==> config.mk <==
export PLATFORM = sky130hd
export DESIGN_NAME = tag_free_list_flat
export DESIGN_NICKNAME = d
export VERILOG_FILES = /design/src/rtl/ooo_tag_pkg.sv /design/src/rtl/tag_free_list_if.sv /design/src/rtl/tag_pri_enc4.sv /design/src/rtl/tag_free_list.sv /design/src/flat_wrapper.sv
export SDC_FILE = /design/constraint.sdc
export NUM_CORES = 1
export LEC_CHECK = 0
export CAP_MARGIN = 20
export CORE_AREA = 2 2 39 41
export CTS_BUF_LIST = sky130_fd_sc_hd__clkbuf_4 sky130_fd_sc_hd__clkbuf_8 sky130_fd_sc_hd__clkbuf_16
export CTS_CLUSTER_SIZE = 14
export DETAILED_ROUTE_END_ITERATION = 6
export DIE_AREA = 0 0 41 43
export GPL_ROUTABILITY_DRIVEN = 1
export PLACE_DENSITY = 0.67
export SLEW_MARGIN = 10
export SYNTH_ARGS = -nofsm -noshare
export SYNTH_HDL_FRONTEND = slang
export SYNTH_SLANG_ARGS = --single-unit
==> constraint.sdc <==
create_clock -name clk -period 2.55 [get_ports clk]
set_input_delay 0.51 -clock clk [delete_from_list [all_inputs] [get_ports clk]]
set_output_delay 0.51 -clock clk [all_outputs]
set_load 0.02 [all_outputs]
==> src/rtl/ooo_tag_pkg.sv <==
// Shared types and sizes for the out-of-order tag allocator.
// NUM_TAGS is fixed at 4 so a granted tag can drive a 2-to-4 one-hot decoder directly.
package ooo_tag_pkg;

  localparam int unsigned NUM_TAGS = 4;
  localparam int unsigned TAG_W    = 2;  // $clog2(NUM_TAGS)
  localparam int unsigned CNT_W    = 3;  // $clog2(NUM_TAGS + 1)

  typedef logic [TAG_W-1:0]    tag_t;
  typedef logic [NUM_TAGS-1:0] tag_mask_t;
  typedef logic [CNT_W-1:0]    cnt_t;

endpackage

==> src/rtl/tag_free_list_if.sv <==
// Handshake bundle between the tag free list and its consumers.
//   alloc_req / alloc_en / alloc_tag : grant path (alloc_en + alloc_tag feed the write decoder)
//   release_valid / release_tag      : tag return path from retire/flush logic
//   free_count / empty / full        : registered occupancy status
//   err_double_free                  : sticky misuse flag
// Modports: master = consumer side, slave = free list.
interface tag_free_list_if;
  import ooo_tag_pkg::*;

  logic alloc_req;
  logic alloc_en;
  tag_t alloc_tag;
  logic release_valid;
  tag_t release_tag;
  cnt_t free_count;
  logic empty;
  logic full;
  logic err_double_free;

  modport master (
    output alloc_req, release_valid, release_tag,
    input  alloc_en, alloc_tag, free_count, empty, full, err_double_free
  );

  modport slave (
    input  alloc_req, release_valid, release_tag,
    output alloc_en, alloc_tag, free_count, empty, full, err_double_free
  );

endinterface

==> src/rtl/tag_pri_enc4.sv <==
// 4-bit find-first-set: idx_o is the lowest set bit of mask_i, valid_o is any bit set.
// idx_o is 0 when nothing is set.
//   mask_i  : candidate mask
//   idx_o   : index of the lowest set bit
//   valid_o : mask_i != 0
module tag_pri_enc4
  import ooo_tag_pkg::*;
(
  input  tag_mask_t mask_i,
  output tag_t      idx_o,
  output logic      valid_o
);

  always_comb begin
    idx_o   = '0;
    valid_o = |mask_i;
    // Scan downward so the lowest set bit is the last write.
    for (int i = NUM_TAGS - 1; i >= 0; i--) begin
      if (mask_i[i]) idx_o = tag_t'(i);
    end
  end

endmodule

==> src/rtl/tag_free_list.sv <==
// Free-list allocator for NUM_TAGS physical tags.
// Grants one free tag per cycle combinationally from the registered free mask, accepts one
// returned tag per cycle, keeps a registered free count and a sticky double-free error.
//   clk   : rising-edge clock
//   reset : synchronous active-high reset (all tags free, error cleared)
//   bus   : tag_free_list_if slave modport (grant, release, status)
// Build option TAG_FREE_LIST_ROUND_ROBIN_EN: search for a free tag starting at rr_ptr and
// wrapping, instead of strict lowest-index priority. Ports are identical in both builds.
module tag_free_list
  import ooo_tag_pkg::*;
(
  input logic             clk,
  input logic             reset,
  tag_free_list_if.slave  bus
);

  tag_mask_t free_mask_q, free_mask_d;
  cnt_t      free_count_q, free_count_d;
  logic      err_q, err_d;

  tag_mask_t enc_mask;
  tag_t      enc_idx;
  logic      enc_valid;
  tag_t      grant_tag;
  logic      rel_ok;
  logic      rel_dup;

  tag_pri_enc4 u_pri_enc (
    .mask_i  (enc_mask),
    .idx_o   (enc_idx),
    .valid_o (enc_valid)
  );

`ifdef TAG_FREE_LIST_ROUND_ROBIN_EN
  tag_t                    rr_ptr_q, rr_ptr_d;
  logic [2*NUM_TAGS-1:0]   mask_dbl;

  // Rotate so bit 0 of the encoder input is tag rr_ptr, then add rr_ptr back (mod 4).
  always_comb begin
    mask_dbl  = {free_mask_q, free_mask_q} >> rr_ptr_q;
    enc_mask  = mask_dbl[NUM_TAGS-1:0];
    grant_tag = enc_idx + rr_ptr_q;
  end

  always_comb begin
    rr_ptr_d = rr_ptr_q;
    if (bus.alloc_en) rr_ptr_d = bus.alloc_tag + tag_t'(1);
  end

  always_ff @(posedge clk) begin
    if (reset) rr_ptr_q <= '0;
    else       rr_ptr_q <= rr_ptr_d;
  end
`else
  always_comb begin
    enc_mask  = free_mask_q;
    grant_tag = enc_idx;
  end
`endif

  // Grant path: zero latency from the registered mask, no bypass of this cycle's release.
  always_comb begin
    bus.alloc_en  = bus.alloc_req & enc_valid;
    bus.alloc_tag = bus.alloc_en ? grant_tag : '0;
  end

  // A release of a tag whose bit is already set (including the tag granted this cycle,
  // which is granted from the old mask) is a double free and is otherwise ignored.
  always_comb begin
    rel_ok  = bus.release_valid & ~free_mask_q[bus.release_tag];
    rel_dup = bus.release_valid &  free_mask_q[bus.release_tag];
  end

  always_comb begin
    free_mask_d = free_mask_q;
    if (rel_ok)       free_mask_d[bus.release_tag] = 1'b1;
    if (bus.alloc_en) free_mask_d[bus.alloc_tag]   = 1'b0;

    free_count_d = free_count_q - cnt_t'(bus.alloc_en) + cnt_t'(rel_ok);
    err_d        = err_q | rel_dup;
  end

  always_ff @(posedge clk) begin
    if (reset) begin
      free_mask_q  <= '1;
      free_count_q <= cnt_t'(NUM_TAGS);
      err_q        <= 1'b0;
    end else begin
      free_mask_q  <= free_mask_d;
      free_count_q <= free_count_d;
      err_q        <= err_d;
    end
  end

  always_comb begin
    bus.free_count      = free_count_q;
    bus.empty           = (free_count_q == '0);
    bus.full            = (free_count_q == cnt_t'(NUM_TAGS));
    bus.err_double_free = err_q;
  end

endmodule

==> src/flat_wrapper.sv <==
// flat-port wrapper written by rule: the top's interface ports become plain ports
module tag_free_list_flat import ooo_tag_pkg::*;
  (clk, reset, bus_alloc_req, bus_release_valid, bus_release_tag, bus_alloc_en, bus_alloc_tag, bus_free_count, bus_empty, bus_full, bus_err_double_free);
  tag_free_list_if bus_i ();
  input logic clk;
  input logic reset;
  input wire logic [$bits(bus_i.alloc_req)-1:0] bus_alloc_req;
  input wire logic [$bits(bus_i.release_valid)-1:0] bus_release_valid;
  input wire logic [$bits(bus_i.release_tag)-1:0] bus_release_tag;
  output wire logic [$bits(bus_i.alloc_en)-1:0] bus_alloc_en;
  output wire logic [$bits(bus_i.alloc_tag)-1:0] bus_alloc_tag;
  output wire logic [$bits(bus_i.free_count)-1:0] bus_free_count;
  output wire logic [$bits(bus_i.empty)-1:0] bus_empty;
  output wire logic [$bits(bus_i.full)-1:0] bus_full;
  output wire logic [$bits(bus_i.err_double_free)-1:0] bus_err_double_free;
  assign bus_i.alloc_req = bus_alloc_req;
  assign bus_i.release_valid = bus_release_valid;
  assign bus_i.release_tag = bus_release_tag;
  assign bus_alloc_en = bus_i.alloc_en;
  assign bus_alloc_tag = bus_i.alloc_tag;
  assign bus_free_count = bus_i.free_count;
  assign bus_empty = bus_i.empty;
  assign bus_full = bus_i.full;
  assign bus_err_double_free = bus_i.err_double_free;
  tag_free_list u_core (.clk(clk), .reset(reset), .bus(bus_i));
endmodule
==> summary.txt <==
DP Area -> 696 sq um
Vias -> 422
HP Class -> register to register
Initial antenna violation count -> 0
Largest net degree at the start of global routing -> 11
Final Hold Viols -> 0
Sequential fraction of the synthesis area -> 32.2%
CTS Sinks -> 8
Nets@finish -> 82
GRT Max-Usage Layer -> met1
Leakage -> 0.316 nW
Endpoints failing setup -> 0
Crit path cell chain -> clkdlybuf4s50_1 > inv_1 > a21oi_2 > buf_4 > clkdlybuf4s50_1
Post-DRT Antenna Nets -> 0
Yosys warns -> 0
WL per Instance -> 12.0 um
P per Cell Area -> 616 nW/um^2
RD Place Congestion -> 0.748
Number of global-route vias before repair -> 390
CTS Buf Count -> 3
Critical path type -> input port to output port
Critical path fanouts, max -> 3
Gr usage total -> 15.0%
CP most frequent cell -> clkdlybuf4s50_1
CP max stage cell -> clkdlybuf4s50_1
Total Negative Setup Slacks -> 0 ps
Post-synth cell types -> 23
Max cap viols -> 0
Final worst path period share -> 96.0%
Setup crit end kind -> output port
Synth Net Count -> 59
Worst rel slew slack -> 79.1%
Synthesized flop and latch total -> 8
Die W -> 41 um
Initial core utilization -> 36.0%
Post-synth EDFFs -> 0
Final min period -> 2450 ps
Worst-margin pin slew -> 313 ps
Die H -> 43 um
Worst IR Drop VDD -> 0.299 mV
Clk_skew -> 7.19 ps
H-tree depth -> 1
M3 GR Usage -> 6.28%
Met1 usage -> 22.9%
Async SR Flop Fraction -> 0%
Total grt overflow -> 0
Longest Clk Path Bufs -> 2
Slew Limit Fails -> 0
Post-CTS setup buffer count -> 0
FILL cells -> 137
Die Area -> 1760 sq um
Status -> completed
Critical path arrival -> 1940 ps
Post-route DRC violation count -> 0
Synth Area per Inst -> 9.96 sq um
Drt pass-1 iters -> 3
Num rows -> 14
Drt initial violations -> 2
Largest stage delay, worst path -> 590 ps
TritonCTS clock tree -> yes
Total power -> 444 uW
First-pass GRT wire length -> 1730 um
Area grow syn2layout -> 44.7%
Detailed Place HPWL -> 776 um
Number of inserted diodes -> 0
Main synth FF type -> dfxtp_1
Mapped Area -> 498 sq um
Crit path buf inv count -> 4
Global-route met2 utilization -> 17.2%
Required time worst endpoint -> 2040 ps
Root Driver -> clkbuf_4
Post-layout util -> 52.1%
Finished Cell Area -> 721 sq um
Core area -> 1380 sq um
Crit start category -> input port
Clock transition at path regs -> 60 ps
Vias per Instance -> 4.85
IO buf count -> 14
Fmax -> 409 MHz
Synth Instances -> 50
Kind of cell adding the most delay to the critical path -> buffers and inverters
I/O pin cnt -> 15
Drt total wl -> 1040 um
Clock latency at the later pin of the worst-skew pair -> 250 ps
Layout cell share with drive strength beyond 1 -> 14.1%
RSZ-0062 raised after global routing -> no
==> cell usage after synthesis (2+ instances only) <==
cell      instances  area [sq um]
nor4bb_1          2          20.0
a211o_1           4          35.0
nor2b_1           3          18.8
mux2i_1           2          20.0
nand2b_1          3          18.8
dfxtp_1           8           160
or3b_1            2          17.5
inv_1             6          22.5
nor2_1            3          11.3
a21oi_1           2          10.0
ha_1              2          25.0
clkbuf_1          2          7.51
==> worst paths after layout <==
kind / depth (start not counted) / startpoint / slack [ps] / to
max: 5 / bus_alloc_req / 100 / bus_alloc_en
min: 2 / u_core.bus.err_double_free$_SDFF_PP0_ / 480 / u_core.bus.err_double_free$_SDFF_PP0_
max reg2reg: 8 / u_core.enc_mask[3]$_SDFF_PP1_ / 370 / u_core.bus.free_count[2]$_SDFF_PP1_
min reg2reg: 2 / u_core.bus.err_double_free$_SDFF_PP0_ / 480 / u_core.bus.err_double_free$_SDFF_PP0_
==> flip-flops by register name (all words and copies together), names as in the netlist <==
name                        cells
u_core.bus.free_count           3
u_core.enc_mask                 4
u_core.bus.err_double_free      1
==> placed cells by master (no fill, tap or decap), types with 2 or more instances in the layout <==
cell / Yosys / layout
clkbuf_4: 0 / 3
buf_4: 0 / 6
dfxtp_1: 8 / 8
nor4bb_1: 2 / 2
nand2b_1: 3 / 3
nor2_1: 3 / 3
nor2b_1: 3 / 3
or3b_1: 2 / 2
clkdlybuf4s50_1: 0 / 13
ha_1: 2 / 2
mux2i_1: 2 / 2
a211o_1: 4 / 4
inv_1: 6 / 6
==> layer usage <==
metal  share of wire [%]  wire length (um)  vias up
li1                    -                 -      224
met1                  50               522      186
met2                  44               455       10
met3                 4.4                46        2
met4                 1.8                19        0
met5                   0                 0        -
==> kinds of logic (layout without fill, tap and decap cells) <==
kind of cell / after synthesis / count (layout) / share of synthesized area (%)
mux: 3 / 3 / 9.30
compound gates: 7 / 7 / 10.8
xor+xnor: 1 / 1 / 4.52
buf+inv: 8 / 29 / 6.03
fa+ha+maj: 3 / 3 / 9.04
simple gates: 20 / 20 / 28.1
flops: 8 / 8 / 32.2
==> through the flow <==
step	hold slack, ps	setup slack [ps]	instances
after global routing	550	6.91	87
after floorplan	512	218	50
after detailed placement	472	-181	84
after global placement	468	-141	84
final	483	102	87
after CTS	491	12.4	87
==> timing repair <==
action / CTS / global route
hold endpoints to repair: 0 / 0
pin swaps: 0 / 0
setup endpoints to repair: 1 / 2
hold buffers: 0 / 0
resized for setup: 1 / 1
cloned: 0 / 0
==> where the power goes <==
part	switching (mW)	internal [mW]	total [mW]
Combinational	0.0791	0.106	0.185
Clock	0.0425	0.0538	0.0963
Sequential	0.0186	0.143	0.162
==> tightest hold or removal path: cells and delay by family (launching register included) <==
| family | cells | cell delay [ps] |
|---|---|---|
| AOI/OAI and AO/OA | 1 | 60 |
| and+or+nand+nor | 1 | 60 |
| DFF | 1 | 320 |
==> layout make-up <==
cell class,instances,area [sq um],share of cell area [%]
clock buffers,3,22.5,3.13
flip-flops and latches,8,160,22.2
multi-input cells,34,312,43.2
well taps,16,20.0,2.78
repair buffers,20,184,25.5
inverters,6,22.5,3.13
No activity file was read; power rests on OpenSTA's default activity.
